--- src/rtl/id_ex_stage.sv ---
// id_ex_stage -- ID/EX pipeline register for the 64-bit RISC-V core.
//
// Registers the decoded ID instruction (PC, operands, immediate, register
// addresses, control) for EX. Also:
//   - forwards the WB write into the captured operands, because the register
//     file reads combinationally and does not see a same-cycle write;
//   - detects load-use hazards against the instruction in EX and inserts one
//     bubble per hazard;
//   - holds under EX back-pressure, keeping the held operands current with WB;
//   - kills the ID->EX transfer on a branch flush.
//
// Ports:
//   clk, reset             clock; synchronous active-high reset
//   id_*                   ID-stage instruction fields (id_valid qualifies)
//   wb_regwrite/rd/data    register-file write port of the WB stage
//   ex_ready               EX can accept a new instruction
//   flush                  branch taken, insert a bubble
//   id_stall               hold PC and IF/ID this cycle (combinational)
//   ex_*                   registered EX-slot contents (ex_valid qualifies)
//
// Optional build macro IDEX_PERF_CNT_EN adds the perf_bubbles and
// perf_flushes counters (32-bit, wrapping, cleared by reset).
//
// ctrl bus: [7]RegWrite [6]MemRead [5]MemWrite [4]MemtoReg [3]ALUSrc
//           [2]Branch [1:0]ALUOp

module id_ex_stage #(
  parameter int XLEN   = 64,
  parameter int RA_W   = 5,
  parameter int CTRL_W = 8
) (
  input  logic              clk,
  input  logic              reset,
  input  logic              id_valid,
  input  logic [63:0]       id_pc,
  input  logic [XLEN-1:0]   id_rd1,
  input  logic [XLEN-1:0]   id_rd2,
  input  logic [RA_W-1:0]   id_rs1,
  input  logic [RA_W-1:0]   id_rs2,
  input  logic [RA_W-1:0]   id_rd,
  input  logic [XLEN-1:0]   id_imm,
  input  logic [CTRL_W-1:0] id_ctrl,
  input  logic              wb_regwrite,
  input  logic [RA_W-1:0]   wb_rd,
  input  logic [XLEN-1:0]   wb_data,
  input  logic              ex_ready,
  input  logic              flush,
  output logic              id_stall,
  output logic              ex_valid,
  output logic [63:0]       ex_pc,
  output logic [XLEN-1:0]   ex_rd1,
  output logic [XLEN-1:0]   ex_rd2,
  output logic [XLEN-1:0]   ex_imm,
  output logic [RA_W-1:0]   ex_rs1,
  output logic [RA_W-1:0]   ex_rs2,
  output logic [RA_W-1:0]   ex_rd,
  output logic [CTRL_W-1:0] ex_ctrl
`ifdef IDEX_PERF_CNT_EN
  ,
  output logic [31:0]       perf_bubbles,
  output logic [31:0]       perf_flushes
`endif
);

  localparam int MEMREAD = 6;

  logic            wb_live;
  logic            byp1, byp2;
  logic            ref1, ref2;
  logic [XLEN-1:0] op1, op2;
  logic            hazard;

  // WB write to x0 is architecturally discarded, so it never forwards.
  assign wb_live = wb_regwrite && (wb_rd != '0);

  assign byp1 = wb_live && (wb_rd == id_rs1);
  assign byp2 = wb_live && (wb_rd == id_rs2);
  assign op1  = byp1 ? wb_data : id_rd1;
  assign op2  = byp2 ? wb_data : id_rd2;

  // Held operands would otherwise go stale while EX is frozen.
  assign ref1 = wb_live && (wb_rd == ex_rs1);
  assign ref2 = wb_live && (wb_rd == ex_rs2);

  assign hazard = id_valid && ex_valid && ex_ctrl[MEMREAD] && (ex_rd != '0) &&
                  ((ex_rd == id_rs1) || (ex_rd == id_rs2));

  assign id_stall = hazard || !ex_ready;

  always_ff @(posedge clk) begin
    if (reset || flush) begin
      ex_valid <= 1'b0;
      ex_pc    <= '0;
      ex_rd1   <= '0;
      ex_rd2   <= '0;
      ex_imm   <= '0;
      ex_rs1   <= '0;
      ex_rs2   <= '0;
      ex_rd    <= '0;
      ex_ctrl  <= '0;
    end else if (!ex_ready) begin
      // Hold beats hazard: EX is frozen, only operand refresh happens.
      if (ref1) ex_rd1 <= wb_data;
      if (ref2) ex_rd2 <= wb_data;
    end else if (hazard) begin
      // One bubble; the bubble itself clears the hazard next cycle.
      ex_valid <= 1'b0;
      ex_pc    <= '0;
      ex_rd1   <= '0;
      ex_rd2   <= '0;
      ex_imm   <= '0;
      ex_rs1   <= '0;
      ex_rs2   <= '0;
      ex_rd    <= '0;
      ex_ctrl  <= '0;
    end else begin
      ex_valid <= id_valid;
      ex_pc    <= id_pc;
      ex_rd1   <= op1;
      ex_rd2   <= op2;
      ex_imm   <= id_imm;
      ex_rs1   <= id_rs1;
      ex_rs2   <= id_rs2;
      ex_rd    <= id_rd;
      ex_ctrl  <= id_valid ? id_ctrl : '0;
    end
  end

`ifdef IDEX_PERF_CNT_EN
  always_ff @(posedge clk) begin
    if (reset) begin
      perf_bubbles <= '0;
      perf_flushes <= '0;
    end else begin
      if (flush)                        perf_flushes <= perf_flushes + 32'd1;
      if (!flush && ex_ready && hazard) perf_bubbles <= perf_bubbles + 32'd1;
    end
  end
`endif

endmodule

--- config.mk ---
export PLATFORM = sky130hd
export DESIGN_NAME = id_ex_stage
export DESIGN_NICKNAME = d
export VERILOG_FILES = /design/src/rtl/id_ex_stage.sv
export SDC_FILE = /design/constraint.sdc
export NUM_CORES = 1
export LEC_CHECK = 0
export ABC_AREA = 1
export BUFFER_PORTS_ARGS = -buffer_cell sky130_fd_sc_hd__buf_2
export CORE_AREA = 4 4 246 248
export DETAILED_ROUTE_END_ITERATION = 8
export DIE_AREA = 0 0 250 252
export MAX_ROUTING_LAYER = met4
export REMOVE_ABC_BUFFERS = 1
export SYNTH_ARGS = -nofsm -noshare
export SYNTH_HDL_FRONTEND = slang
export SYNTH_SLANG_ARGS = --single-unit
--- constraint.sdc ---
create_clock -name clk -period 1.94 [get_ports clk]
set_input_delay 0.097 -clock clk [delete_from_list [all_inputs] [get_ports clk]]
set_output_delay 0.097 -clock clk [all_outputs]
set_load 0.01 [all_outputs]
* Word level (Yosys, flattened, before mapping)
Cells that the tools add are included.
W data, S select, Z words.
** Word-level totals
- Bits in registers :: 280
- Bits in latches :: 0
- Memory bits (writable) :: 0
- ROM bits :: 0
- Input port bits :: 354
- Output and inout bits :: 281
- Memories kept :: 0
** Cells by class
- Add/sub/neg operators :: 0
- Multiply operators :: 0
- Divide/modulo/power cells :: 0
- $lt $le $gt $ge :: 0
- Equal/unequal tests :: 6
- Shifts and indexed selects :: 0
- Mux-type cells :: 16
- Bitwise gates (word level) :: 0
- Reductions and logical operators :: 17
** Operators with widths (number)
- $mux W64 :: 10
- $eq A5 B5 Y1 :: 6
- $mux W8 :: 2
- $mux W5 :: 3
- $reduce_bool A5 Y1 :: 2
- $logic_and A1 B1 Y1 :: 9
- $reduce_bool A2 Y1 :: 2
- $logic_or A1 B1 Y1 :: 3
- $logic_not A1 Y1 :: 1
- $mux W1 :: 1

* Depth between registers and ports, before layout
Gate-level depths: netlist of the first run.
- Word-level depth :: 6
- Mapped depth :: 12
- Gate-level depth less buffers :: 10

* Worst setup path after synthesis of the first run
OpenSTA, ideal clock, no wires.
- Path kind :: register to register
- Start point :: register ex_rd[4]
- End point :: register ex_imm[10]
- Library setup time :: 132 ps
- Arrival :: 1389 ps
- Required time :: 1808 ps
- Setup slack :: 419 ps
- Stages on the path, launching flop included :: 13
- Path buffers :: 3
- Period minus slack after synthesis :: 1521 ps
- Path through :: dfxtp_1 -> inv_1 -> nand2_1 -> nand2_1 -> nor2_1 -> nand3_1 -> nand2_1 -> nand2_1 -> buf_4 -> buf_6 -> buf_8 -> nand3_2 -> a21oi_1
** Between the ends
- Longest elaborated chain between the ends :: 4
** Ends and longest elaborated chain
- start, declared :: RTL line 56 : output logic [RA_W-1:0] ex_rd,
- start signal, assigned :: RTL line 124 : ex_rd <= id_rd;
- $eq A5 B5 Y1 / $reduce_bool A5 Y1 (equally long branches) :: RTL line 86, 85
- $logic_or A1 B1 Y1 / $logic_and A1 B1 Y1 (equally long branches) :: RTL line 86, 85
- $logic_and A1 B1 Y1 * :: RTL line 85 : assign hazard = id_valid && ex_valid && ex_ctrl[MEMREAD] && (ex_rd != '0) &&
- $mux W64 * :: RTL line 105 : end else if (hazard) begin
- end signal, assigned :: RTL line 121 : ex_imm <= id_imm;
- end, declared :: RTL line 53 : output logic [XLEN-1:0] ex_imm,
Mark *: on every way between the ends. The rest lies on a longest branch, timed or not.
A chain may end at the register's enable or synchronous reset.

* Worst setup path after layout of the first run
- Start point :: register ex_rd[4]
- End point :: register ex_imm[22]
Same word-level chain as after synthesis.

==> results.md, run 1 <==
* Outcome: completed
* DRC viols at 0
* Endpoint class of the critical path: flip-flop
* Vias per cell at 4.92
* Height of the die at 252 um
* Nets at 3207
* Max VDD drop at 0.000722 V
* Setup clock skew after layout at 0.0159 ns
* Largest net degree at the start of global routing at 113
* CTS sink cnt at 280
* Gr usage total at 20.7%
* PortBufs at 634
* GR Util met1 at 24.1%
* Synth Register Bits at 280
* Post-synth top area share at 40.8%
* Largest cells by area after synthesis: dfxtp_1 (41%), nand3_1 (14%), nand2_1 (12%), a21oi_1 (10%), o21ai_0 (6.1%)
* Post-synthesis cell count at 1945
* Pre-Repair DR Iteration Count at 6
* Share of cells above drive strength 1 at 28.1%
* Final hold violation count at 0
* CTS Buf Count at 34
* I/O pin total at 635
* Via count at 18.0k
* Worst skew pair latency at 0.53 ns
* Achievable Freq at 544 MHz
* Worst hold margin at 0.0547 ns
* Met2 Resource Use GR at 34.5%
* Die X at 250 um
* Power density cells at 669 mW/mm^2
* CTS tree: yes
* Final setup viols at 0
* Pre-CTS setup slack at 0.148 ns
* Cell area after layout at 0.0225 sq mm
* Util after Layout at 38.5%
* Total die area at 0.0630 sq mm
* Initial DRC Count at 1356
* Clock-pin slew on the worst setup and hold paths at 0.06 ns
* Leak at 10.7 nW
* Commonest cells in the netlist: nand2_1 (456), nand3_1 (385), a21oi_1 (280), dfxtp_1 (280), o21ai_0 (168)
* H-tree levels at 2
* Routed WL per cell at 18.6 um
* Global-route wire length before repair at 103000 um
* Post-DP HPWL at 44100 um
* Post-DP Area at 0.0178 sq mm
* Final wirelength at 67700 um
* Top-count cell post-synth: nand2_1
* Seq/Total Area, Yosys at 40.8%
* Worst Tran Pin Value at 0.844 ns
* GR Util met3 at 4.95%
* Post-synth EDFFs at 0
* Power, Total at 15.0 mW
* Synthesis Warnings at 0
* Setup TNS at 0 ns
* Mapped Avg Cell Area at 7.06 sq um
* Final Max Tran Viols at 0
* Ys async rst share at 0%
* Initial antenna violation count at 1
* Final WS setup at 0.102 ns
* Core ar. at 0.0585 sq mm
* CP Launch Type: flip-flop
* Tmin final at 1.84 ns
* Worst Path Arrival at 2.29 ns
* Cell area after synthesis at 0.0137 sq mm
* Layer with the highest usage: met2
* Post-synth top area cell: dfxtp_1
* Hold Crit Class: in -> reg
* Number of global-route vias before repair at 17.9k
* Worst Path Max Fanout at 37
* Required time of the critical path at 2.39 ns
* Inst Count DP at 3233
* Overflow after GRT at 0
* Synth cell types at 28
* Max-Cap Viols at 0
* Final Cycle Share at 94.8%
* CTS root buffer: clkbuf_16
* DRT antenna net count at 0
* Relative slew slack at 43.8%
* Max clock buf depth at 3
* Dominant synthesized flop cell: dfxtp_1
* Final GP Congestion at 0.885
* Initial core utilization at 23.5%
* Cell Count, Final, Fillers Out at 3647
* Critical path type: reg -> reg
* Std cell rows at 89
* Synthesis-to-finish area growth at 63.8%
-- worst max-delay path, cell delays in order, from the launching register on --
cell	delay, ns
dfxtp_4	0.35
buf_4	0.13
nor2_1	0.10
nand3_1	0.08
nand4_1	0.07
inv_1	0.07
nand2_4	0.07
buf_4	0.14
buf_12	0.20
clkbuf_16	0.26
nand3_1	0.09
a21oi_1	0.15
-- power breakdown --
| part | switching [mW] | internal, mW | total, mW |
|---|---|---|---|
| registers | 0.122 | 5.96 | 6.08 |
| clock network | 2.61 | 3.57 | 6.17 |
| logic | 1.47 | 1.32 | 2.79 |
-- logic make-up (layout without fill, tap and decap cells) --
logic type | Yosys count | count (layout) | share of synthesized area, %
AND/OR/NAND/NOR | 895 | 895 | 29.7
flip-flops | 280 | 280 | 40.8
AO/OA/AOI/OAI | 536 | 536 | 20.7
buffers and inverters | 214 | 1141 | 7.58
XOR/XNOR | 20 | 20 | 1.28
other | 0 | 2 | 0
-- placed cells by master, fill, tap and decap left out, types with 2 or more instances in the layout --
cell type        n
buf_2          633
nand2_1        453
nand3_1        385
dlygate4sd3_1  351
a21oi_1        280
dfxtp_1        275
o21ai_0        168
o21bai_1        64
buf_4           51
clkbuf_16       36
o21ai_1         24
buf_12          24
nand3_2         22
inv_1           18
nor2_1          12
xnor2_1         11
xor2_1           9
nand3b_1         8
clkinv_2         8
nor2_4           5
clkbuf_1         5
clkbuf_8         4
dfxtp_2          4
nand2_2          3
nand2_4          3
diode_2          2
inv_6            2
inv_2            2
nand3_4          2
-- registers in the layout (all words and copies together) (netlist names) --
register,flops
ex_rd,5
ex_valid,1
ex_rd1,64
ex_pc,64
ex_rs2,5
ex_rs1,5
ex_rd2,64
ex_ctrl,8
ex_imm,64
-- routing by layer --
| metal | vias to the layer above | share of wire (%) |
|---|---|---|
| li1 | 8458 | - |
| met1 | 8296 | 39 |
| met2 | 1039 | 48 |
| met3 | 158 | 9.4 |
| met4 | 0 | 4.3 |
| met5 | - | 0 |
-- worst paths after layout --
kind / startpoint / end / slack (ns) / depth (start not counted)
worst max-delay path: ex_rd[4]$_SDFFE_PP0P_ / ex_imm[22]$_SDFFE_PP0P_ / 0.10 / 11
worst min-delay path: id_rd2[21] / ex_rd2[21]$_SDFFE_PP0P_ / 0.05 / 5
worst max register to register: ex_rd[4]$_SDFFE_PP0P_ / ex_imm[22]$_SDFFE_PP0P_ / 0.10 / 11
worst min register to register: ex_pc[2]$_SDFFE_PP0P_ / ex_pc[2]$_SDFFE_PP0P_ / 0.46 / 2
-- timing repair --
| action | CTS | global route |
|---|---|---|
| pin swaps | 1 | 2 |
| setup buffers | 2 | 2 |
| endpoints found under the hold margin | 280 | 0 |
| setup endpoints to repair | 1 | 53 |
| hold buffers | 351 | 0 |
| gates cloned | 1 | 1 |
| resized for setup | 5 | 4 |
-- cell type report --
class,count,area [sq um]
fillers,5959,36000
repair buffers,1064,7660
multi-input cells,1451,7130
flip-flops and latches,280,5610
well taps,773,967
clock buffers,44,950
inverters,22,95.1
clock inverters,11,86.3
diodes,2,5.00
Note: power is estimated with default switching activity, not from simulation.
==> run 2, diff against run 1 <==
--- a/constraint.sdc
+++ b/constraint.sdc
@@ -3,2 +3,2 @@
 set_output_delay 0.097 -clock clk [all_outputs]
-set_load 0.01 [all_outputs]
+set_load 0.05 [all_outputs]
==> results.md, run 2 (same netlist as run 1, synthesis figures left out) <==
* Outcome: completed (unchanged)
* Setup clock skew after layout at 0.0150 ns (was 0.0159 ns)
* Pre-CTS setup slack at 0.212 ns (was 0.148 ns)
* CP Launch Type: flip-flop (unchanged)
* Final hold violation count at 0 (unchanged)
* Number of global-route vias before repair at 17.9k (about the same)
* Final Cycle Share at 95.2% (was 94.8%)
* Share of total power in combinational logic at 21.4% (was 18.6%)
* Pre-Repair DR Iteration Count at 5 (was 6)
* Max-Cap Viols at 0 (unchanged)
* Max clock buf depth at 3 (unchanged)
* Inst Count DP at 3215 (was 3233)
* PortBufs at 634 (unchanged)
* Wire length on met3 at 5930 um (was 6360 um)
* Seq pwr share at 38.5% (was 40.4%)
* Commonest non-fill, non-tap cell in the layout: buf_2 (unchanged)
* Cell area after layout at 0.0224 sq mm (was 0.0225 sq mm)
* Nets at 3185 (was 3207)
* Core ar. at 0.0585 sq mm (unchanged)
* Final wirelength at 67100 um (was 67700 um)
* Wl on met1 at 26600 um (was 26300 um)
* FILL cells at 5932 (was 5959)
* Relative slew slack at 47.0% (was 43.8%)
* Largest net degree at the start of global routing at 121 (was 113)
* Critical-path top delay cell: dfxtp_4 (unchanged)
* Power, Total at 15.8 mW (was 15.0 mW)
* CTS root buffer: clkbuf_16 (unchanged)
* Most frequent cells in the layout: buf_2 (632), nand2_1 (452), nand3_1 (385) (was buf_2 (633), nand2_1 (453), nand3_1 (385))
* Initial antenna violation count at 1 (unchanged)
* Post-DP HPWL at 43400 um (was 44100 um)
* Hold Crit Class: in -> reg (unchanged)
* Final Max Tran Viols at 0 (unchanged)
* Initial core utilization at 23.5% (unchanged)
* Height of the die at 252 um (unchanged)
* Gr usage total at 20.5% (was 20.7%)
* CTS tree: yes (unchanged)
* Power density cells at 704 mW/mm^2 (was 669 mW/mm^2)
* Global-route wire length before repair at 102000 um (was 103000 um)
* Largest stage delay on the critical path at 0.36 ns (was 0.35 ns)
* Leak at 10.6 nW (was 10.7 nW)
* Synthesis-to-finish area growth at 63.1% (was 63.8%)
* Die X at 250 um (unchanged)
* Uppermost layer routed: met4 (unchanged)
* Clock Power Share at 40.1% (was 41.0%)
* DRT antenna net count at 0 (unchanged)
* Worst Tran Pin Value at 0.795 ns (was 0.844 ns)
* Tmin final at 1.85 ns (was 1.84 ns)
* Post-DP Area at 0.0177 sq mm (was 0.0178 sq mm)
* Share of cells above drive strength 1 at 27.7% (was 28.1%)
* Worst path most repeated cell: nand2_4
* Worst skew pair latency at 0.53 ns (about the same)
* Internal at 10.9 mW (was 10.8 mW)
* Critical path type: reg -> out (was reg -> reg)
* Metal2 WL at 31800 um (was 32200 um)
* Worst hold margin at 0.0347 ns (was 0.0547 ns)
* H-tree levels at 2 (unchanged)
* Via count at 17.9k (was 18.0k)
* Overflow after GRT at 0 (unchanged)
* Worst Path Max Fanout at 6 (was 37)
* I/O pin total at 635 (unchanged)
* Final WS setup at 0.0938 ns (was 0.102 ns)
* Final GP Congestion at 0.898 (was 0.885)
* CTS sink cnt at 280 (unchanged)
* Cell Count, Final, Fillers Out at 3630 (was 3647)
* Achievable Freq at 542 MHz (was 544 MHz)
* Required time of the critical path at 1.84 ns (was 2.39 ns)
* Sw power at 4.85 mW (was 4.20 mW)
* CTS Buf Count at 35 (was 34)
* Initial DRC Count at 1291 (was 1356)
* Worst Path Arrival at 1.75 ns (was 2.29 ns)
* DRC viols at 0 (unchanged)
* Clock-pin slew on the worst setup and hold paths at 0.06 ns (about the same)
* Max VDD drop at 0.000650 V (was 0.000722 V)
* Switching power share of the total at 30.7% (was 27.9%)
* Routed WL per cell at 18.5 um (was 18.6 um)
* RSZ-0062 raised after global routing: false
* Vias per cell at 4.93 (was 4.92)
* CP cell instances: xor2_1, nor2_1, nand3_1, nand2_2, nand2_4, buf_12, nand2_4, buf_8 (was buf_4, nor2_1, nand3_1, nand4_1, inv_1, nand2_4, buf_4, buf_12, clkbuf_16, nand3_1, a21oi_1)
* Endpoint class of the critical path: output pin (was flip-flop)
* Std cell rows at 89 (unchanged)
* Final setup viols at 0 (unchanged)
* Total die area at 0.0630 sq mm (unchanged)
-- run 2: cell count changes in the layout (fill, tap and decap cells not counted), sizes merged --
cell,previous run,this run
bufinv,1,0
inv,23,22
bufbuf,1,2
clkinv,8,7
clkinvlp,1,2
clkbuf,45,52
buf,711,691
dlygate4sd3,351,348
-- run 2: cell type report --
cell class	count	area [sq um]	share of cell area [%]
repair buffers	1041	7500	33.5
multi-input cells	1451	7140	31.9
flip-flops and latches	280	5620	25.1
clock buffers	52	1030	4.61
well taps	773	967	4.32
inverters	22	95.1	0.424
clock inverters	9	50.0	0.223
diodes	2	5.00	0.0223
-- run 2: what timing repair did --
item	in CTS	in global routing
buffers inserted	1	1
hold buffers	348	0
hold endpoints to repair	280	0
gates cloned	2	0
pin swaps	0	6
gates resized for setup	8	9
setup endpoints to repair	1	5
-- run 2: power by group through the flow --
stage / logic (mW) / registers [mW] / clock network [mW]
after floorplan: 0.863 / 6.88 / 0
after global placement: 2.77 / 6.20 / 0
after detailed placement: 2.78 / 6.20 / 0
after CTS: 3.34 / 6.08 / 6.49
after global routing: 3.61 / 6.09 / 6.73
final: 3.37 / 6.07 / 6.33
-- run 2: path summary, 6_finish.rpt --
check	from	endpoint	slack, ns	depth (start not counted)
worst max-delay path	ex_rd[1]$_SDFFE_PP0P_	id_stall	0.09	8
worst min-delay path	id_rd1[21]	ex_rd1[21]$_SDFFE_PP0P_	0.03	5
worst max register to register	ex_rd[1]$_SDFFE_PP0P_	ex_pc[62]$_SDFFE_PP0P_	0.16	9
worst min register to register	ex_imm[52]$_SDFFE_PP0P_	ex_imm[52]$_SDFFE_PP0P_	0.46	2
-- run 2: stage by stage --
stage,util [%],setup TNS (ns)
global route,38.3,0
CTS,38.3,0
detailed placement,30.3,0
finish,38.3,0
floorplan,-,-1165.61
global placement,30.3,0
-- run 2: critical path: cells and delay by family (launching register included) --
family	cells	cell delay [ns]
DFF	1	0.36
and+or+nand+nor	5	0.41
xor gates and xnor gates	1	0.16
buffers and inverters	2	0.27
-- run 2: per-layer routing --
layer	global-route usage [%]	vias to the layer above
met5	-	-
met4	8.04	0
met3	4.55	168
met2	34.0	1018
met1	24.5	8282
li1	-	8428
